## src/rtl/colisor_tiro.sv

```systemverilog
// Shot resolver: per-player occupancy/hit boards, edge-triggered shot FSM, remaining-piece counts.
// Build option: define COLISOR_REPEAT_HIT_EN to report re-shots on hit cells as hits.
module colisor_tiro #(
    parameter int N_GRADE   = 9,
    parameter int MAX_PECAS = 9
) (
    input  logic       clk,
    input  logic       reset,
    input  logic       limpar,
    input  logic       place_valid,
    input  logic       place_jogador,
    input  logic [3:0] place_x,
    input  logic [3:0] place_y,
    input  logic       ready,
    input  logic [3:0] coord_tiroX,
    input  logic [3:0] coord_tiroY,
    input  logic       jogador,
    output logic       acertou_tiro,
    output logic       done,
    output logic       busy,
    output logic [3:0] qtd_P1,
    output logic [3:0] qtd_P2
);
    localparam int         NCELL = N_GRADE * N_GRADE;
    localparam int         IW    = $clog2(NCELL);
    localparam logic [3:0] W_N   = 4'(N_GRADE);
    localparam logic [3:0] W_MAX = 4'(MAX_PECAS);

    typedef enum logic [1:0] {IDLE, CHECK, UPDATE} state_t;

    state_t                 r_state, w_next;
    logic [1:0][NCELL-1:0]  r_ocup, r_ating;
    logic [1:0][3:0]        r_qtd;
    logic                   r_ready_q, r_jog, r_hit, r_new, r_acertou, r_done;
    logic [3:0]             r_x, r_y;

    logic                   w_start, w_def, w_sinr, w_occ, w_new, w_hit, w_pinr, w_place_ok;
    logic [IW-1:0]          w_sidx, w_pidx;

    function automatic logic f_inr(input logic [3:0] x, input logic [3:0] y);
        return (x >= 4'd1) && (x <= W_N) && (y >= 4'd1) && (y <= W_N);
    endfunction

    function automatic logic [IW-1:0] f_idx(input logic [3:0] x, input logic [3:0] y);
        int t;
        t = (int'(y) - 1) * N_GRADE + int'(x) - 1;
        return f_inr(x, y) ? IW'(t) : '0;
    endfunction

    // Shot path reads the board from latched coordinates, so a same-cycle placement is visible.
    always_comb begin
        w_def  = ~r_jog;
        w_sinr = f_inr(r_x, r_y);
        w_sidx = f_idx(r_x, r_y);
        w_occ  = w_sinr && r_ocup[w_def][w_sidx];
        w_new  = w_occ && !r_ating[w_def][w_sidx];
`ifdef COLISOR_REPEAT_HIT_EN
        w_hit  = w_occ;
`else
        w_hit  = w_new;
`endif
        w_pinr     = f_inr(place_x, place_y);
        w_pidx     = f_idx(place_x, place_y);
        w_place_ok = place_valid && (r_state == IDLE) && w_pinr &&
                     !r_ocup[place_jogador][w_pidx] && (r_qtd[place_jogador] < W_MAX);
        w_start    = (r_state == IDLE) && ready && !r_ready_q;
    end

    always_ff @(posedge clk or negedge reset) begin
        if (!reset)      r_state <= IDLE;
        else if (limpar) r_state <= IDLE;
        else             r_state <= w_next;
    end

    always_comb begin
        w_next = r_state;
        case (r_state)
            IDLE:    if (w_start) w_next = CHECK;
            CHECK:   w_next = UPDATE;
            UPDATE:  w_next = IDLE;
            default: w_next = IDLE;
        endcase
    end

    always_comb begin
        busy         = (r_state != IDLE);
        done         = r_done;
        acertou_tiro = r_acertou;
        qtd_P1       = r_qtd[0];
        qtd_P2       = r_qtd[1];
    end

    always_ff @(posedge clk or negedge reset) begin
        if (!reset) r_ready_q <= 1'b0;
        else        r_ready_q <= ready;
    end

    always_ff @(posedge clk or negedge reset) begin
        if (!reset) begin
            r_ocup <= '0; r_ating <= '0; r_qtd <= '0;
            r_acertou <= 1'b0; r_done <= 1'b0; r_hit <= 1'b0; r_new <= 1'b0;
            r_jog <= 1'b0; r_x <= '0; r_y <= '0;
        end else if (limpar) begin
            r_ocup <= '0; r_ating <= '0; r_qtd <= '0;
            r_acertou <= 1'b0; r_done <= 1'b0; r_hit <= 1'b0; r_new <= 1'b0;
        end else begin
            r_done <= 1'b0;
            case (r_state)
                IDLE: begin
                    if (w_start) begin
                        r_x <= coord_tiroX; r_y <= coord_tiroY; r_jog <= jogador;
                    end
                    if (w_place_ok) begin
                        r_ocup[place_jogador][w_pidx] <= 1'b1;
                        r_qtd[place_jogador]          <= r_qtd[place_jogador] + 4'd1;
                    end
                end
                CHECK: begin
                    r_hit <= w_hit;
                    r_new <= w_new;
                end
                UPDATE: begin
                    r_acertou <= r_hit;
                    r_done    <= 1'b1;
                    if (r_new) begin
                        r_ating[w_def][w_sidx] <= 1'b1;
                        if (r_qtd[w_def] != 4'd0) r_qtd[w_def] <= r_qtd[w_def] - 4'd1;
                    end
                end
                default: ;
            endcase
        end
    end
endmodule

```

## config.mk

```make
export PLATFORM = sky130hd
export DESIGN_NAME = colisor_tiro
export DESIGN_NICKNAME = d
export VERILOG_FILES = /design/src/rtl/colisor_tiro.sv
export SDC_FILE = /design/constraint.sdc
export NUM_CORES = 1
export LEC_CHECK = 0
export CORE_MARGIN = 1
export CORE_UTILIZATION = 45
export CTS_BUF_LIST = sky130_fd_sc_hd__clkbuf_4
export CTS_CLUSTER_SIZE = 25
export DETAILED_ROUTE_END_ITERATION = 10
export SYNTH_ARGS = -nofsm -noshare
export SYNTH_HDL_FRONTEND = slang
export SYNTH_SLANG_ARGS = --single-unit
```

## constraint.sdc

```tcl
create_clock -name clk -period 6.89 [get_ports clk]
set_clock_uncertainty 0.1 [all_clocks]
set_input_delay 0.689 -clock clk [delete_from_list [all_inputs] [get_ports clk]]
set_output_delay 0.689 -clock clk [all_outputs]
set_load 0.02 [all_outputs]
```

==> results.py <==
metrics = {
    "status": {
        "status": "finished, final reports clean",
    },
    "die": {
        "io_pins": 34,
        "rows": 73,
        "die_h_um": 203.8,
        "dieArea_mm2": 0.04152,
        "die_x_um": 203.8,
        "initial_core_util_pct": 45.89,
        "design.core.area_mm2": 0.03991,
    },
    "critical_path": {
        "cp_max_fo": 10,
        "arrival_ns": 6.24,
        "crit_required_ns": 7.38,
        "critical_path_buf_inv_count": 3,
        "critPathLaunchType": "input pin",
        "cp_cell_sequence": "clkdlybuf4s50_1 > inv_1 > ha_1 > a21boi_1 > xor2_1 > ha_1 > ha_1 > fa_1 > ha_1 > a21oi_1 > a21oi_1 > or2_0 > a2111oi_0 > nor4_2 > o221ai_2 > nor3b_1 > buf_4 > nand2b_1 > o22ai_1",
        "crit_type": "input pin to flop",
        "crit_path_frequent_cell": "ha_1",
        "cp_top_family": "compound AO/OA/AOI/OAI gates",
        "cp_slowest_cell": "a2111oi_0",
        "slowest_delay_ns": 0.62,
        "setup.worst_path.end_class": "flop",
    },
    "cts": {
        "cts_resized": 0,
        "cts_root_buf": "clkbuf_4",
        "cts_hold_buf": 1,
        "cts_tree": "done",
        "path_clk_slew_ns": 0.07,
        "clock_path_buffers": 3,
        "clk_latency_ns": 0.82,
        "cts_buffers": 94,
        "clock_sinks": 347,
        "post-cts-setup-buffers": 0,
        "htreeDepth": 3,
    },
    "power_and_ir_drop": {
        "p_clk_share_pct": 27.3,
        "leakage_uw": 0.008873,
        "power_density_mw_per_mm2": 327.7,
        "peakVddDrop_uv": 301.1,
        "p_int_uw": 3823,
        "switching_share_pct": 42.97,
        "combinationalPowerShare_pct": 40.6,
        "p_switching_uw": 2881,
        "total_power_uw": 6704,
        "pwr-share-seq_pct": 32.1,
    },
    "final_layout": {
        "layout.nets": 2008,
        "syn2layout_area_growth_pct": 11.69,
        "layout-drive-gt1-share_pct": 13.89,
        "fin_util_pct": 51.26,
        "fillers": 3682,
    },
    "drt": {
        "drcViolationCount": 0,
        "routed_wl_um": 61920,
        "drt_iter0_drc": 1775,
        "wl_per_cell_um": 24.50,
        "vias_per_cell": 6.296,
        "drtAntennaViolNets": 0,
        "dr.pass1.iters": 6,
        "num_vias": 15911,
    },
    "timing": {
        "period_needed_ns": 5.758,
        "grt_setup_unrepaired": "false",
        "hold_viol": 0,
        "fin_crit_sh_pct": 83.57,
        "drv_slew": 0,
        "setup_violations": 0,
        "max_freq_mhz": 173.7,
        "fin_tns_setup_ns": 0,
        "worst_pin_slew_ns": 1.365,
        "max_slew_margin_pct": 9.019,
    },
    "synthesis": {
        "synth_cells": 1875,
        "ys.flop_type": "dfrtp_1",
        "synth-xor-area-share_pct": 1.537,
        "synth.distinct_cells": 76,
        "synth_commonest_cells": "347 x dfrtp_1, 249 x nor2_1, 223 x a21oi_1",
        "syn_area_mm2": 0.01832,
        "synth_top_family_by_area": "compound AO/OA/AOI/OAI gates",
        "synth_top_area_cell": "dfrtp_1",
        "synth_edf_count": 0,
        "syn-num-nets": 1946,
        "synth.area.mux_share_pct": 8.518,
        "ys.warnings.count": 0,
        "yosysSeqAreaShare_pct": 47.40,
        "synthAdderAreaFrac_pct": 3.525,
        "synth_seq_cells": 347,
        "synth_top_cell_area_share_pct": 47.40,
        "synth-compound-area-share_pct": 20.75,
        "synthTopCellsByArea": "dfrtp_1 47%, a21oi_1 6.1%, nor2_1 5.1%",
        "yosysMostFrequentCell": "dfrtp_1",
        "yosys.area_share.simple_pct": 13.42,
        "async_flop_share_pct": 100.0,
        "avgSynthCellArea_um2": 9.769,
    },
    "global_routing": {
        "grt_pass1_wl_um": 95230,
        "grtUsageTotal_pct": 30.39,
        "grt_pass1_vias": 15489,
        "grt_overflow": 0,
        "grt_max_degree": 188,
        "grt_antenna_before_repair": 3,
    },
    "run": {
        "max_cap_violations": 0,
    },
    "placement": {
        "portBuffers": 33,
        "hpwl_um": 42240,
        "gp_congestion": 0.9702,
    },
    "hold_path": {
        "hold_class": "input pin to flop",
    },
}
-- power groups by stage --
stage / Clock (uW) / Sequential, uW / Combinational (uW)
after floorplan: 0 / 2160 / 1660
after global placement: 0 / 2190 / 2630
after detailed placement: 0 / 2190 / 2630
after CTS: 1870 / 2150 / 2650
after global routing: 1980 / 2160 / 2890
final: 1830 / 2150 / 2720
-- metrics by stage --
stage	std cells	hold WS, ns	area, um2	setup WS [ns]
floorplan	1875	0.2934	18320	1.622
global placement	2365	0.3691	19300	0.7036
detailed placement	2365	0.3770	19300	0.4977
CTS	2526	0.1280	20460	1.297
global route	2527	0.1969	20460	0.7391
finish	2527	0.1741	20460	1.132
-- per-layer routing --
| layer | vias to the layer above | global-route usage (%) | wire length (um) |
|---|---|---|---|
| li1 | 6987 | - | - |
| met2 | 842 | 45.77 | 27730 |
| met4 | 2 | 15.52 | 2903 |
| met1 | 7904 | 41.34 | 25990 |
| met5 | - | 0 | 12 |
| met3 | 176 | 6.376 | 5284 |
-- kinds of logic (layout without fill, tap and decap cells) --
kind of cell / count (synthesis) / in the layout
multiplexers: 129 / 129
other: 0 / 1
XOR/XNOR: 29 / 29
AND/OR/NAND/NOR: 523 / 523
flip-flops: 347 / 347
adder cells (fa/ha/maj): 48 / 48
buffers and inverters: 224 / 350
AO/OA/AOI/OAI: 575 / 575
-- cell type report --
| type | count | area, um2 | area share (%) |
|---|---|---|---|
| Sequential cell | 347 | 8687 | 42.46 |
| Timing Repair Buffer | 95 | 827.0 | 4.043 |
| Clock inverter | 24 | 126.4 | 0.6177 |
| Tap cell | 525 | 656.9 | 3.211 |
| Inverter | 95 | 357.8 | 1.749 |
| Antenna cell | 1 | 2.502 | 0.01223 |
| Clock buffer | 136 | 1021 | 4.991 |
| Multi-Input combinational cell | 1304 | 8780 | 42.91 |
-- sequential cells by signal, indices dropped and copies added, names as in the netlist, 2 cells and up --
signal and flops:
r_state 2, r_ocup 162, r_x 4, qtd_P2 4, r_y 4, qtd_P1 4
r_ating 162
-- placed cells by master, fill, tap and decap left out, types with 5 or more instances in the layout --
cell / netlist / final
o21a_1: 5 / 5
nor3_1: 37 / 36
clkinv_1: 2 / 20
a21oi_1: 223 / 222
nand4_1: 5 / 5
nand2_1: 89 / 89
a31oi_1: 24 / 24
a21o_1: 6 / 5
mux2_2: 25 / 25
fa_1: 6 / 6
nor2_1: 249 / 248
o311ai_0: 9 / 9
nor2b_1: 10 / 10
or3_1: 19 / 19
xor2_1: 9 / 9
o32ai_1: 13 / 13
o2bb2ai_1: 37 / 37
inv_1: 93 / 93
nand3b_1: 13 / 13
nand2b_1: 23 / 23
nand4b_1: 6 / 6
a2111oi_0: 9 / 8
buf_4: 2 / 60
nor4_1: 11 / 11
o211ai_1: 10 / 10
dfrtp_1: 347 / 346
a22oi_1: 8 / 8
a22o_1: 69 / 69
mux2i_1: 85 / 85
nor2_4: 7 / 7
mux4_2: 19 / 19
xnor2_1: 18 / 18
clkdlybuf4s50_1: 0 / 30
nand3_1: 26 / 26
clkbuf_4: 0 / 136
o22ai_1: 81 / 81
ha_1: 42 / 42
o21ai_0: 33 / 33
-- worst register-to-register path, delay by kind of cell (launching register included) --
kind | cells | cell delay (ns)
XOR/XNOR | 2 | 0.57
buffers and inverters | 3 | 0.28
AO/OA/AOI/OAI | 5 | 1.05
adder cells (fa/ha/maj) | 5 | 1.58
flip-flops | 1 | 0.41
AND/OR/NAND/NOR | 3 | 1.34
-- final timing paths --
check | startpoint | end | slack [ns] | cells after the start
worst max-delay path | place_y[2] | r_ocup[115]$_DFFE_PN0P_ | 1.13 | 19
min in group asynchronous | reset | r_ocup[89]$_DFFE_PN0P_ | 0.36 | 2
worst min register to register | r_ating[21]$_DFFE_PN0P_ | r_ating[21]$_DFFE_PN0P_ | 0.39 | 2
max in group asynchronous | reset | r_ating[69]$_DFFE_PN0P_ | 4.60 | 3
worst min-delay path | limpar | r_ating[56]$_DFFE_PN0P_ | 0.17 | 2
worst max register to register | r_y[1]$_DFFE_PN0P_ | r_ating[51]$_DFFE_PN0P_ | 1.45 | 18
Note: power is estimated with default switching activity, not from simulation.
